[config.mk]
export PLATFORM = sky130hd
export DESIGN_NAME = int_sequencer
export DESIGN_NICKNAME = d
export VERILOG_FILES = /design/src/rtl/int_sequencer.sv
export SDC_FILE = /design/constraint.sdc
export NUM_CORES = 1
export LEC_CHECK = 0
export CAP_MARGIN = 20
export CORE_MARGIN = 2
export CORE_UTILIZATION = 40
export CTS_CLUSTER_DIAMETER = 120
export DETAILED_ROUTE_END_ITERATION = 8
export GPL_ROUTABILITY_DRIVEN = 0
export SETUP_SLACK_MARGIN = 0.3
export SYNTH_ARGS = -nofsm -noshare
export SYNTH_HDL_FRONTEND = slang
export SYNTH_SLANG_ARGS = --single-unit
[constraint.sdc]
create_clock -name clk -period 3.1 [get_ports clk]
set_input_delay 0.31 -clock clk [delete_from_list [all_inputs] [get_ports clk]]
set_output_delay 0.31 -clock clk [all_outputs]
set_load 0.1 [all_outputs]
[src/rtl/int_sequencer.sv]
// rtl/int_sequencer.sv - interrupt entry/return sequencer with stack push/pop and vector fetch
//
// Detects rising edges on two interrupt lines and, at an instruction boundary,
// saves PC and flags to the data stack, fetches a 32-bit vector, and loads the PC.
// An RTI at a boundary pops flags and PC back and restores the stack pointer.
//
// Ports:
//   clk, reset          clock; synchronous active-low reset
//   interruptSignal[1:0] interrupt lines, bit 0 has the highest priority
//   instrBoundary, rti  pipeline drained / return-from-interrupt at that boundary
//   pc, ccr, sp         processor state captured when a sequence starts
//   memData             data-memory read data, valid in the cycle MR is high
//   stall               high in every non-IDLE state
//   MR, MW, memAddr, memWData  data-memory strobes, address and write data
//   pcLoad/pcNew, ccrLoad/ccrNew, spWrite/spNew  one-cycle state update pulses
//   inService           high from interrupt entry until RTI completes
module int_sequencer (
  input  logic        clk,
  input  logic        reset,
  input  logic [1:0]  interruptSignal,
  input  logic        instrBoundary,
  input  logic        rti,
  input  logic [31:0] pc,
  input  logic [3:0]  ccr,
  input  logic [15:0] sp,
  input  logic [15:0] memData,
  output logic        stall,
  output logic        MR,
  output logic        MW,
  output logic [15:0] memAddr,
  output logic [15:0] memWData,
  output logic        pcLoad,
  output logic [31:0] pcNew,
  output logic        ccrLoad,
  output logic [3:0]  ccrNew,
  output logic        spWrite,
  output logic [15:0] spNew,
  output logic        inService
);

  typedef enum logic [3:0] {
    IDLE, PUSH_HI, PUSH_LO, PUSH_CCR, VEC_HI, VEC_LO, ENTER,
    POP_CCR, POP_LO, POP_HI, EXIT
  } state_t;

  state_t      state;
  logic [1:0]  prev;
  logic [1:0]  pending;
  logic [1:0]  rise;
  logic [1:0]  selMask;
  logic        vecIdx;
  logic [15:0] snapPcLo;   // high half is pushed straight from the pc input
  logic [3:0]  snapCcr;
  logic [15:0] snapSp;
  logic [31:0] dataBuf;    // vector high word on entry, popped PC low word on return
  logic [3:0]  ccrBuf;

  always_comb begin
    rise    = interruptSignal & ~prev;
    selMask = pending[0] ? 2'b01 : 2'b10;
  end

  // Outputs are registered for the state being entered, so each output is
  // visible exactly during the cycle its state is current.
  always_ff @(posedge clk) begin
    if (!reset) begin
      state     <= IDLE;
      prev      <= 2'b00;
      pending   <= 2'b00;
      inService <= 1'b0;
      vecIdx    <= 1'b0;
      snapPcLo  <= 16'h0;
      snapCcr   <= 4'h0;
      snapSp    <= 16'h0;
      dataBuf   <= 32'h0;
      ccrBuf    <= 4'h0;
      stall     <= 1'b0;
      MR        <= 1'b0;
      MW        <= 1'b0;
      memAddr   <= 16'h0;
      memWData  <= 16'h0;
      pcLoad    <= 1'b0;
      pcNew     <= 32'h0;
      ccrLoad   <= 1'b0;
      ccrNew    <= 4'h0;
      spWrite   <= 1'b0;
      spNew     <= 16'h0;
    end else begin
      prev     <= interruptSignal;
      pending  <= pending | rise;
      stall    <= 1'b1;
      MR       <= 1'b0;
      MW       <= 1'b0;
      memAddr  <= 16'h0;
      memWData <= 16'h0;
      pcLoad   <= 1'b0;
      pcNew    <= 32'h0;
      ccrLoad  <= 1'b0;
      ccrNew   <= 4'h0;
      spWrite  <= 1'b0;
      spNew    <= 16'h0;

      case (state)
        IDLE: begin
          if (instrBoundary && rti) begin
            state   <= POP_CCR;
            snapSp  <= sp;
            MR      <= 1'b1;
            memAddr <= sp + 16'd1;
          end else if (instrBoundary && !inService && (pending != 2'b00)) begin
            state    <= PUSH_HI;
            snapPcLo <= pc[15:0];
            snapCcr  <= ccr;
            snapSp   <= sp;
            vecIdx   <= ~pending[0];
            // A fresh edge on the line being serviced re-arms it.
            pending  <= (pending & ~selMask) | rise;
            MW       <= 1'b1;
            memAddr  <= sp;
            memWData <= pc[31:16];
          end else begin
            stall <= 1'b0;
          end
        end
        PUSH_HI: begin
          state    <= PUSH_LO;
          MW       <= 1'b1;
          memAddr  <= snapSp - 16'd1;
          memWData <= snapPcLo;
        end
        PUSH_LO: begin
          state    <= PUSH_CCR;
          MW       <= 1'b1;
          memAddr  <= snapSp - 16'd2;
          memWData <= {12'h000, snapCcr};
        end
        PUSH_CCR: begin
          state   <= VEC_HI;
          MR      <= 1'b1;
          memAddr <= vecIdx ? 16'd4 : 16'd2;
        end
        VEC_HI: begin
          state          <= VEC_LO;
          dataBuf[31:16] <= memData;
          MR             <= 1'b1;
          memAddr        <= vecIdx ? 16'd5 : 16'd3;
        end
        VEC_LO: begin
          state     <= ENTER;
          pcLoad    <= 1'b1;
          pcNew     <= {dataBuf[31:16], memData};
          spWrite   <= 1'b1;
          spNew     <= snapSp - 16'd3;
          inService <= 1'b1;
        end
        POP_CCR: begin
          state   <= POP_LO;
          ccrBuf  <= memData[3:0];
          MR      <= 1'b1;
          memAddr <= snapSp + 16'd2;
        end
        POP_LO: begin
          state         <= POP_HI;
          dataBuf[15:0] <= memData;
          MR            <= 1'b1;
          memAddr       <= snapSp + 16'd3;
        end
        POP_HI: begin
          state     <= EXIT;
          pcLoad    <= 1'b1;
          pcNew     <= {memData, dataBuf[15:0]};
          ccrLoad   <= 1'b1;
          ccrNew    <= ccrBuf;
          spWrite   <= 1'b1;
          spNew     <= snapSp + 16'd3;
          inService <= 1'b0;
        end
        ENTER, EXIT: begin
          state <= IDLE;
          stall <= 1'b0;
        end
        default: begin
          state <= IDLE;
          stall <= 1'b0;
        end
      endcase
    end
  end

endmodule

# ---- Word level (Yosys, flattened, before mapping)
# Cells that the tools add are included.
dict set report totals {
  register_bits 171
  latch_bits 0
  ram_bits 0
  rom_bits 0
  input_bits 74
  out_inout_bits 91
  elab_cells 88
  n_memories 0
}
dict set report op_classes {
  n_addsub 6
  multipliers 0
  n_div 0
  n_lt_le_gt_ge 0
  eq_ne 9
  shift 0
  mux 29
  bitwise_logic 8
  reduce_logical 15
}
# cell n
set op_table {}
lappend op_table {{$pmux W16 S7} 1}
lappend op_table {{$mux W16} 6}
lappend op_table {{$pmux W32 S2} 1}
lappend op_table {{$pmux W16 S3} 1}
lappend op_table {{$pmux W4 S9} 1}
lappend op_table {{$add A16 B2 Y16 const B} 2}
lappend op_table {{$pmux W16 S2} 1}
lappend op_table {{$sub A16 B2 Y16 const B} 2}
lappend op_table {{$add A16 B1 Y16 const B} 1}
lappend op_table {{$sub A16 B1 Y16 const B} 1}
lappend op_table {{$eq A4 B3 Y1 const B} 3}
lappend op_table {{$eq A4 B2 Y1 const B} 2}
lappend op_table {{$eq A4 B4 Y1 const B} 2}
lappend op_table {{$mux W2} 4}
lappend op_table {{$mux W4} 2}
lappend op_table {{$pmux W1 S2} 4}
lappend op_table {{$reduce_or A8 Y1} 1}
lappend op_table {{$mux W1} 6}
lappend op_table {{$mux W3} 2}
lappend op_table {{$reduce_bool A2 Y1} 3}
lappend op_table {{$and A2 B2 Y2} 2}
lappend op_table {{$eq A4 B1 Y1 const B} 1}
lappend op_table {{$logic_not A4 Y1} 1}
lappend op_table {{$not A2 Y2} 2}
lappend op_table {{other kinds (9)} 15}

# ---- Longest topological paths before layout
# Gate-level depths: netlist of the first run.
dict set report depth {
  word_depth 7
  ltp_mapped 10
  mapped_depth_nobuf 9
}

# ---- Worst setup path before layout of the first run
# OpenSTA, ideal clock, no wires.
dict set report synth_path {
  path_kind {register to register}
  startpoint {register state[2]}
  endpoint {register memAddr[15]}
  setup_ns 0.129
  arrival_time_ns 2.700
  required_ns 2.971
  path_slack_ns 0.271
  stages_incl_launch_ff 11
  path_buffers 1
  synth_period_minus_slack_ns 2.829
  cell_sequence {dfxtp_1 buf_2 nor2b_1 nand3_2 ha_1 a21oi_1 o221ai_1 nand2_1 o31ai_1 mux2i_1 o21ai_1}
}
dict set report synth_between {
  elab_chain_len 2
  word_cells_on_any_way 8
  classes_between {6 x eq/ne; 1 x mux; 1 x reduce/logical}
}
# element line_no
set synth_rtl {}
lappend synth_rtl {{start: declaration} 46} ;# state_t state;
lappend synth_rtl {{start signal: assignment} 67} ;# state <= IDLE;
lappend synth_rtl {{start signal: assignment} 106} ;# state <= POP_CCR;
lappend synth_rtl {{start signal: assignment} 111} ;# state <= PUSH_HI;
lappend synth_rtl {{$eq A4 B4 Y1 (tied with other cells)} 103} ;# case (state)
lappend synth_rtl {{$pmux W16 S7 (*)} 103}
lappend synth_rtl {{end signal: assignment} 109} ;# memAddr <= sp + 16'd1;
lappend synth_rtl {{end signal: assignment} 119} ;# memAddr <= sp;
lappend synth_rtl {{end signal: assignment} 128} ;# memAddr <= snapSp - 16'd1;
lappend synth_rtl {{end: declaration} 30} ;# output logic [15:0] memAddr,
# Mark *: on every way between the ends. The rest lies on a longest branch, timed or not.
# A chain may end at the register's enable or synchronous reset.

# ---- Final worst setup path of the first run
dict set report layout_path {
  startpoint {register snapSp[3]}
  endpoint {register memAddr[13]}
}
dict set report layout_between {
  elab_chain_len 2
  word_cells_on_any_way 5
  classes_between {4 x add/sub; 1 x mux}
}
# element line_no
set layout_rtl {}
lappend layout_rtl {{start: declaration} 54} ;# logic [15:0] snapSp;
lappend layout_rtl {{start signal: assignment} 107} ;# snapSp <= sp;
lappend layout_rtl {{start signal: assignment} 114} ;# snapSp <= sp;
lappend layout_rtl {{$add A16 B2 Y16 (tied with other cells)} 166} ;# memAddr <= snapSp + 16'd3;
lappend layout_rtl {{$pmux W16 S7 (*)} 103}
lappend layout_rtl {{end signal: assignment} 109}
lappend layout_rtl {{end signal: assignment} 119}
lappend layout_rtl {{end signal: assignment} 166}
# Marks and branches as above.

==> flow_summary.toml, run 1 <==
[finish]
area_delta_synth_final_pct = 30.2
diodes = 0
final_nets = 1234
drive_gt1_share_pct = 8.59

[global_routing]
use_met1_pct = 32.4
grt_use_met3_pct = 3.60
gr-total-overflow = 0
antenna_found_initial = 0
grt_max_degree = 87
grt_pass1_wl_um = 37600
grt_pass1_vias = 6840
grt_use_met2_pct = 31.8
gr-max-usage-layer = "met1"
grt_usage_pct = 21.6

[logic_synthesis]
ys.warnings.count = 0
synth-seq-cells = 171
synth_cell_types = 79
synthFlopType = "dfxtp_1"
synthArstFlopShare_pct = 0
synth-edff-count = 0
syn_inst = 1005
synth_area_mm2 = 0.00818
syn-num-nets = 1100
postSynthAreaPerCell_um2 = 8.14
ys_seq_area_share_pct = 41.8

[worst_setup_path]
critical_path_depth = 6
cp.required_ns = 3.40
crit_type = "reg2reg"
crit_top_cell = "and3_1"
critPathMaxFanout = 24
worst-endpoint-arrival_ns = 2.88
critPathBufInv = 0
crit_slowest_cell = "dfxtp_1"
cp-end-kind = "flip-flop"
path_delay_family = "compound AO/OA/AOI/OAI gates"
path_cells = "o2111a_1 > and3_1 > and3_1 > o221ai_1 > a211oi_1 > o21ai_0"
slowest_delay_ns = 0.87
worstSetupStartpointType = "flip-flop"
reg2regPathDepth = 6

[clocking]
clkLatencyLatePin_ns = 0.43
clk_pin_slew_ns = 0.07
cts_buffers = 17
cts.path.max_buffers = 2
ctsHtreeMaxLevel = 4
post-cts-setup-buffer-count = 0
cts_tree = "built"
cts_sinks = 171
hold_buffers = 0
root_buffer = "clkbuf_16"

[floorplanning]
die-height_um = 147
rows = 52
die_w_um = 147
coreArea_mm2 = 0.0202
die_area_mm2 = 0.0216
boundaryPins = 165
start_util_pct = 40.6

[detailed_routing]
vias = 7630
routed_wl_um = 23600
drc = 0
wl_per_cell_um = 16.6
ant_nets = 0
firstDrtPassIters = 5
viasPerCell = 5.37
drtIter0Drc = 644

[timing]
drv_slew = 0
fin_setup_tns_ns = 0
worst_slew_pin_slew_ns = 1.00
skew_ns = 0.0135
post-route-min-period_ns = 2.58
fin_crit_sh_pct = 83.2
setup_viol = 0
max-slew-margin-rel_pct = 32.9
finalHoldViolCount = 0
fmax_mhz = 388
rsz0062_at_grt = "false"

[placed_design]
io_buffers = 164
hpwlAfterDp_um = 16600

[power]
cellLeakagePower_nw = 3.94
power_mw = 6.88
ir_drop_mv = 0.417
power_density_mw_per_mm2 = 645

[worst_hold_path]
min_path_cells = 3
hold_class = "in2reg"

[flow_run]
cap_violations = 0

[run_status]
status = "completed"
[power breakdown]
part / switching (mW) / total, mW / internal [mW]
Combinational: 1.55 / 2.28 / 0.736
Clock: 1.03 / 2.12 / 1.09
Sequential: 0.126 / 2.47 / 2.34
[synth_stat cells, drive strengths merged, types with 7 or more instances]
cell | instances | area [um^2]
nand2 | 188 | 706
dfxtp | 171 | 3420
a21oi | 133 | 666
nor2 | 71 | 267
clkbuf | 47 | 176
a22o | 37 | 324
buf | 30 | 156
a22oi | 28 | 210
o21ai | 24 | 120
nor3 | 22 | 115
ha | 20 | 250
nand3 | 19 | 100
and2 | 16 | 100
inv | 14 | 52.6
nor2b | 14 | 87.6
xnor2 | 13 | 114
nor4 | 12 | 120
mux2i | 11 | 110
nand4 | 10 | 62.6
and3 | 8 | 50.1
o22ai | 8 | 56.3
xor2 | 8 | 70.1
a31oi | 7 | 43.8
[through the flow]
stage               instances  util [%]  instance area [um^2]  setup WS [ns]  hold slack (ns)
finish                   1422      52.8                 10700          0.521            0.423
global route             1422      52.8                 10700          0.385            0.421
CTS                      1421      52.8                 10600          0.425            0.402
detailed placement       1389      49.8                 10000          0.439            0.441
global placement         1389      49.8                 10000          0.471            0.441
floorplan                1005         -                  8190          0.421            0.430
[registers in the layout (all words and copies together) (netlist names), 4 cells and up]
register / count
memWData: 16
state: 4
dataBuf: 32
memAddr: 16
snapPcLo: 16
snapSp: 16
ccrBuf: 4
spNew: 16
snapCcr: 4
pcNew: 32
ccrNew: 4
[layout by cell type, fill, tap and decap left out, types with 5 or more instances in the layout]
| master | n |
|---|---|
| a211oi_1 | 6 |
| clkdlybuf4s50_1 | 150 |
| ha_1 | 20 |
| nand2b_1 | 5 |
| or2_2 | 6 |
| mux2i_1 | 11 |
| nand3_1 | 18 |
| clkbuf_16 | 17 |
| a21oi_1 | 133 |
| nand4_1 | 10 |
| clkinv_8 | 6 |
| o22ai_1 | 7 |
| and2_1 | 16 |
| nand2_1 | 188 |
| xnor2_1 | 13 |
| o21ai_0 | 21 |
| a22o_1 | 37 |
| and3_1 | 8 |
| nor3_1 | 20 |
| inv_1 | 13 |
| nor4_1 | 9 |
| a221oi_1 | 6 |
| nor2b_1 | 13 |
| nor2_1 | 70 |
| xor2_1 | 8 |
| a22oi_1 | 28 |
| dfxtp_1 | 171 |
| a31oi_1 | 7 |
| buf_4 | 40 |
[final timing paths]
| path | slack (ns) | start | endpoint |
|---|---|---|---|
| min | 0.42 | pc[5] | snapPcLo[5] |
| max | 0.52 | snapSp[3] | memAddr[13] |
| max reg2reg | 0.52 | snapSp[3] | memAddr[13] |
| min reg2reg | 0.44 | ccrBuf[2] | ccrNew[2] |
[cell type report]
type / instances / area, um^2
inverters: 15 / 56.3
clock inverters: 15 / 180
repair buffers: 191 / 1820
well taps: 270 / 338
fillers: 1947 / 9510
multi-input cells: 743 / 4410
flip-flops and latches: 171 / 3420
clock buffers: 17 / 425
[tightest hold or removal path, cell delays in order]
cell,delay (ns)
clkdlybuf4s50_1,0.39
nand2_1,0.05
a21oi_1,0.05
[timing repair]
action / in CTS / in global routing
endpoints found under the setup margin: 0 / 3
resized for setup: 0 / 1
endpoints found under the hold margin: 0 / 0
[metal layers]
layer  routed length, um  up-vias  share of wire [%]
met5                   0        -                  0
met4                 260        0                1.1
met3                1220       16                5.2
met2               10400      216                 44
met1               11700     3537                 50
li1                    -     3861                  -
[cells by family (layout without fill, tap and decap cells)]
| group | count (synthesis) | count (layout) | synth area share, % |
|---|---|---|---|
| compound gates | 298 | 298 | 23.9 |
| mux | 13 | 13 | 1.62 |
| flops | 171 | 171 | 41.8 |
| fa+ha+maj | 22 | 22 | 3.42 |
| buf+inv | 92 | 238 | 4.75 |
| xor+xnor | 21 | 21 | 2.25 |
| simple gates | 388 | 389 | 22.2 |
Note: power is estimated with default switching activity, not from simulation.
==> run 2, diff against run 1 <==
clock period = 2.5 ns   (was 3.1 ns; I/O delays follow)
==> flow_summary.toml, run 2 (synthesized netlist as in run 1, its figures left out) <==
[timing]
finalHoldViolCount = 0
fin_crit_sh_pct = 89.1
setup_viol = 0
fin_setup_tns_ns = 0
skew_ns = 0.0120
drv_slew = 0
worst_slew_pin_slew_ns = 0.671
holdWs_ns = 0.355
setup_ws_ns = 0.271
fmax_mhz = 449
max-slew-margin-rel_pct = 55.1
rsz0062_at_grt = "true"
post-route-min-period_ns = 2.23

[power]
cellLeakagePower_nw = 4.29
pwr-share-clk_pct = 30.0
power_switching_mw = 3.49
p_seq_share_pct = 35.0
intPower_mw = 5.31
switching_share_pct = 39.7
power_density_mw_per_mm2 = 800
p_comb_share_pct = 35.0
ir_drop_mv = 0.592

[placed_design]
io_buffers = 164
hpwlAfterDp_um = 17500
preCtsSetupSlack_ns = 0.100

[worst_setup_path]
critPathMaxFanout = 7
reg2regPathDepth = 10
crit_slowest_cell = "dfxtp_2"
r2r_slack_ns = 0.27
path_delay_family = "simple AND/OR/NAND/NOR gates"
worst-endpoint-arrival_ns = 2.55
slowest_delay_ns = 0.33
critical_path_depth = 10
crit_type = "reg2reg"
path_cells = "nor2b_4 > nand3_4 > buf_6 > ha_4 > nand3_2 > o221ai_4 > nand2_2 > o31ai_4 > mux2i_1 > o21ai_1"
r2r-start = "state[2]"
cp-end-kind = "flip-flop"
worstSetupStartpointType = "flip-flop"
critPathBufInv = 1
cp.required_ns = 2.82
reg2reg_to = "memAddr[15]"

[global_routing]
grt_pass1_vias = 7058
grt_pass1_wl_um = 39300
antenna_found_initial = 0
grt_usage_pct = 22.8
gr-total-overflow = 0
grt_max_degree = 70

[detailed_routing]
firstDrtPassIters = 5
routed_wl_um = 25000
drtIter0Drc = 694
wl_per_cell_um = 17.2
vias = 7845
ant_nets = 0
drc = 0
viasPerCell = 5.41

[run_status]
status = "completed"

[flow_run]
cap_violations = 0

[finish]
final_cell_mix = "nand2_1 (187), dfxtp_1 (160), buf_4 (138)"
area_delta_synth_final_pct = 34.4
final_nets = 1262
reg_top3 = "dataBuf: 32 flops, pcNew: 32 flops"
diodes = 0
mostFrequentLayoutCell = "nand2_1"
final_core_util_pct = 54.5
nFillCells = 1918
drive_gt1_share_pct = 21.4

[clocking]
cts_sinks = 171
root_buffer = "clkbuf_16"
hold_buffers = 0
clk_pin_slew_ns = 0.08
ctsHtreeMaxLevel = 4
cts.path.max_buffers = 2
clkLatencyLatePin_ns = 0.43
cts_tree = "built"
cts_buffers = 17

[worst_hold_path]
min_to = "snapPcLo[6]"
hold_class = "in2reg"
min_path_cells = 3
hp-start = "pc[6]"

[floorplanning]
die-height_um = 147
boundaryPins = 165
coreArea_mm2 = 0.0202
die_area_mm2 = 0.0216
start_util_pct = 40.6
rows = 52
die_w_um = 147
[run 2: changes by cell type in the layout (fill, tap and decap cells not counted), sizes merged]
cell,before,now
clkdlybuf4s50,150,73
clkinv,9,8
buf,41,146
inv,21,22
[run 2: stage by stage]
step / power, mW / area, um^2 / std cells
after floorplan: 5.21 / 8310 / 1005
after global placement: 6.01 / 10100 / 1408
after detailed placement: 6.01 / 10100 / 1408
after CTS: 8.73 / 10900 / 1449
after global routing: 9.18 / 11000 / 1450
final: 8.80 / 11000 / 1450
[run 2: final cells by class]
class / count / area (um^2) / area share, %
Multi-Input combinational cell: 743 / 4680 / 42.5
Inverter: 15 / 56.3 / 0.512
Sequential cell: 171 / 3440 / 31.2
Timing Repair Buffer: 219 / 1890 / 17.2
Tap cell: 270 / 338 / 3.07
Clock inverter: 15 / 175 / 1.59
Clock buffer: 17 / 425 / 3.87
[run 2: worst max-delay path by stage]
stage | start | end
after global placement | sp[7] | memAddr[13]
after CTS | snapSp[0] | memAddr[14]
after global routing | state[2] | memAddr[15]
after detailed placement | state[2] | memAddr[10]
after floorplan | state[2] | memAddr[10]
final | state[2] | memAddr[15]
[run 2: tightest hold or removal path, stage by stage]
cell and delay [ns]:
clkdlybuf4s50_1 0.39, nand2_1 0.05, a21oi_1 0.05
[run 2: power by group through the flow]
stage / combinational, mW / sequential, mW / clock [mW]
final: 3.08 / 3.08 / 2.64
after floorplan: 1.39 / 3.82 / 0
after global placement: 2.90 / 3.12 / 0
after detailed placement: 2.89 / 3.12 / 0
after global routing: 3.28 / 3.10 / 2.81
after CTS: 2.98 / 3.07 / 2.68
[run 2: metal layers]
metal  global-route usage [%]  share of wire, %  up-vias
met1                     34.0                48     3646
met4                     5.87               1.3        0
met3                     4.94               7.3       19
met2                     33.3                44      266
li1                         -                 -     3914
met5                        0                 0        -
[run 2: what timing repair did]
action	in CTS	in global routing
pin swaps	6	3
cloned	1	0
endpoints found under the setup margin	9	46
setup buffers	8	1
resized for setup	20	28
==> run 3, diff against run 2 <==
CELL_PAD_IN_SITES_DETAIL_PLACEMENT = 1   (was unset)
CELL_PAD_IN_SITES_GLOBAL_PLACEMENT = 2   (was unset)
CORE_UTILIZATION = 30   (was 40)
PLACE_DENSITY_LB_ADDON = 0.1   (was unset)
==> flow_summary.toml, run 3 (synthesized netlist as in run 1, its figures left out) <==
[floorplanning]
start_util_pct = 30.5
die_area_mm2 = 0.0286
die-height_um = 169
boundaryPins = 165
rows = 60
die_w_um = 169
coreArea_mm2 = 0.0269

[detailed_routing]
vias = 8000
wl_per_cell_um = 19.0
routed_wl_um = 29100
drtIter0Drc = 482
ant_nets = 0
viasPerCell = 5.23
firstDrtPassIters = 5
drc = 0

[timing]
fin_setup_tns_ns = 0
rsz0062_at_grt = "true"
setup_viol = 0
post-route-min-period_ns = 2.26
worst_slew_pin_slew_ns = 0.660
finalHoldViolCount = 0
fmax_mhz = 443
drv_slew = 0
skew_ns = 0.0214
max-slew-margin-rel_pct = 55.9
fin_crit_sh_pct = 90.3

[clocking]
cts_sinks = 171
clk_pin_slew_ns = 0.08
cts_buffers = 17
clkLatencyLatePin_ns = 0.44
cts_tree = "built"
hold_buffers = 0
ctsHtreeMaxLevel = 4
cts.path.max_buffers = 2
root_buffer = "clkbuf_16"

[power]
power_mw = 8.90
ir_drop_mv = 0.388
power_density_mw_per_mm2 = 799
cellLeakagePower_nw = 4.33

[worst_setup_path]
cp-end-kind = "flip-flop"
reg2reg_to = "memAddr[15]"
reg2regPathDepth = 11
r2r_slack_ns = 0.24
critPathMaxFanout = 14
cp.required_ns = 2.81
r2r-start = "state[2]"
worst-endpoint-arrival_ns = 2.57
worstSetupStartpointType = "flip-flop"
crit_type = "reg2reg"

[run_status]
status = "completed"

[finish]
mostFrequentLayoutCell = "nand2_1"
area_delta_synth_final_pct = 36.1
final_cell_mix = "nand2_1 (187), dfxtp_1 (162), buf_4 (151)"
final_nets = 1271
diodes = 0
reg_top3 = "dataBuf: 32 flops, pcNew: 32 flops"
drive_gt1_share_pct = 22.0
fin_area_mm2 = 0.0111

[global_routing]
grt_pass1_wl_um = 46300
gr-total-overflow = 0
antenna_found_initial = 0
grt_usage_pct = 20.6
grt_use_met3_pct = 3.15
grt_pass1_vias = 7956
grt_use_met2_pct = 31.5
use_met1_pct = 30.8
grt_max_degree = 50
gr-max-usage-layer = "met2"

[worst_hold_path]
hp-start = "ccr[1]"
hold_class = "in2reg"
min_to = "snapCcr[1]"
min_path_cells = 3

[placed_design]
io_buffers = 164
hpwlAfterDp_um = 21000
dpl_cell_area_mm2 = 0.0103

[flow_run]
cap_violations = 0
run 3: cell types whose count changed in the layout (fill, tap and decap cells not counted), sizes merged:
cell,delta
inv,-1
nand3,-1
clkinv,-1
buf,+10
clkinvlp,+2
run 3: layout make-up:
class	count	area, um^2
sequential	171	3430
clock buffer	17	425
inverter	15	62.6
clock inverter	15	171
multi-input combinational	742	4660
fill	3132	15700
tap	341	427
timing repair buffer	229	1960
run 3: repair_timing:
item	in CTS	in global routing
buffers inserted	8	2
pin swaps	5	7
gates resized for setup	22	23
hold endpoints to repair	0	0
gates cloned	0	0
setup endpoints to repair	12	14
run 3: worst max-delay path, cell delays in order (launching register included):
cell and delay (ns):
dfxtp_2 0.33, nor2b_4 0.16, nand3_4 0.09, buf_12 0.16, buf_4 0.15, ha_4 0.29
clkinvlp_4 0.13, o221ai_4 0.24, nand2_4 0.10, o31ai_4 0.19, mux2i_1 0.21, o21ai_1 0.08
run 3: worst max-delay path by stage:
stage / start / to / slack [ns] / cells after the start
final: state[2] / memAddr[15] / 0.24 / 11
after global routing: state[2] / memAddr[15] / 0.11 / 11
after CTS: state[2] / memAddr[9] / 0.20 / 10
after detailed placement: sp[0] / memAddr[12] / -0.22 / 7
after global placement: sp[0] / memAddr[12] / -0.32 / 7
after floorplan: state[2] / memAddr[10] / 0.1 / 9
run 3: routing by layer:
metal	share of wire (%)	up-vias
met2	45	147
li1	-	3936
met1	51	3902
met5	0	-
met4	0.74	0
met3	3.1	15
run 3: per-stage QoR:
| stage | instances | utilization (%) | hold slack [ns] | worst slack [ns] |
|---|---|---|---|---|
| floorplan | 1005 | - | 0.372 | 0.0978 |
| global placement | 1488 | 38.3 | 0.441 | -0.316 |
| detailed placement | 1488 | 38.3 | 0.447 | -0.216 |
| CTS | 1528 | 41.1 | 0.335 | 0.204 |
| global route | 1530 | 41.5 | 0.352 | 0.110 |
| finish | 1530 | 41.5 | 0.353 | 0.242 |
run 3: where the power goes:
group	switching [mW]	leakage, nW	internal (mW)
combinational	2.11	2.65	1.07
clock	1.31	0.288	1.35
sequential	0.160	1.39	2.91
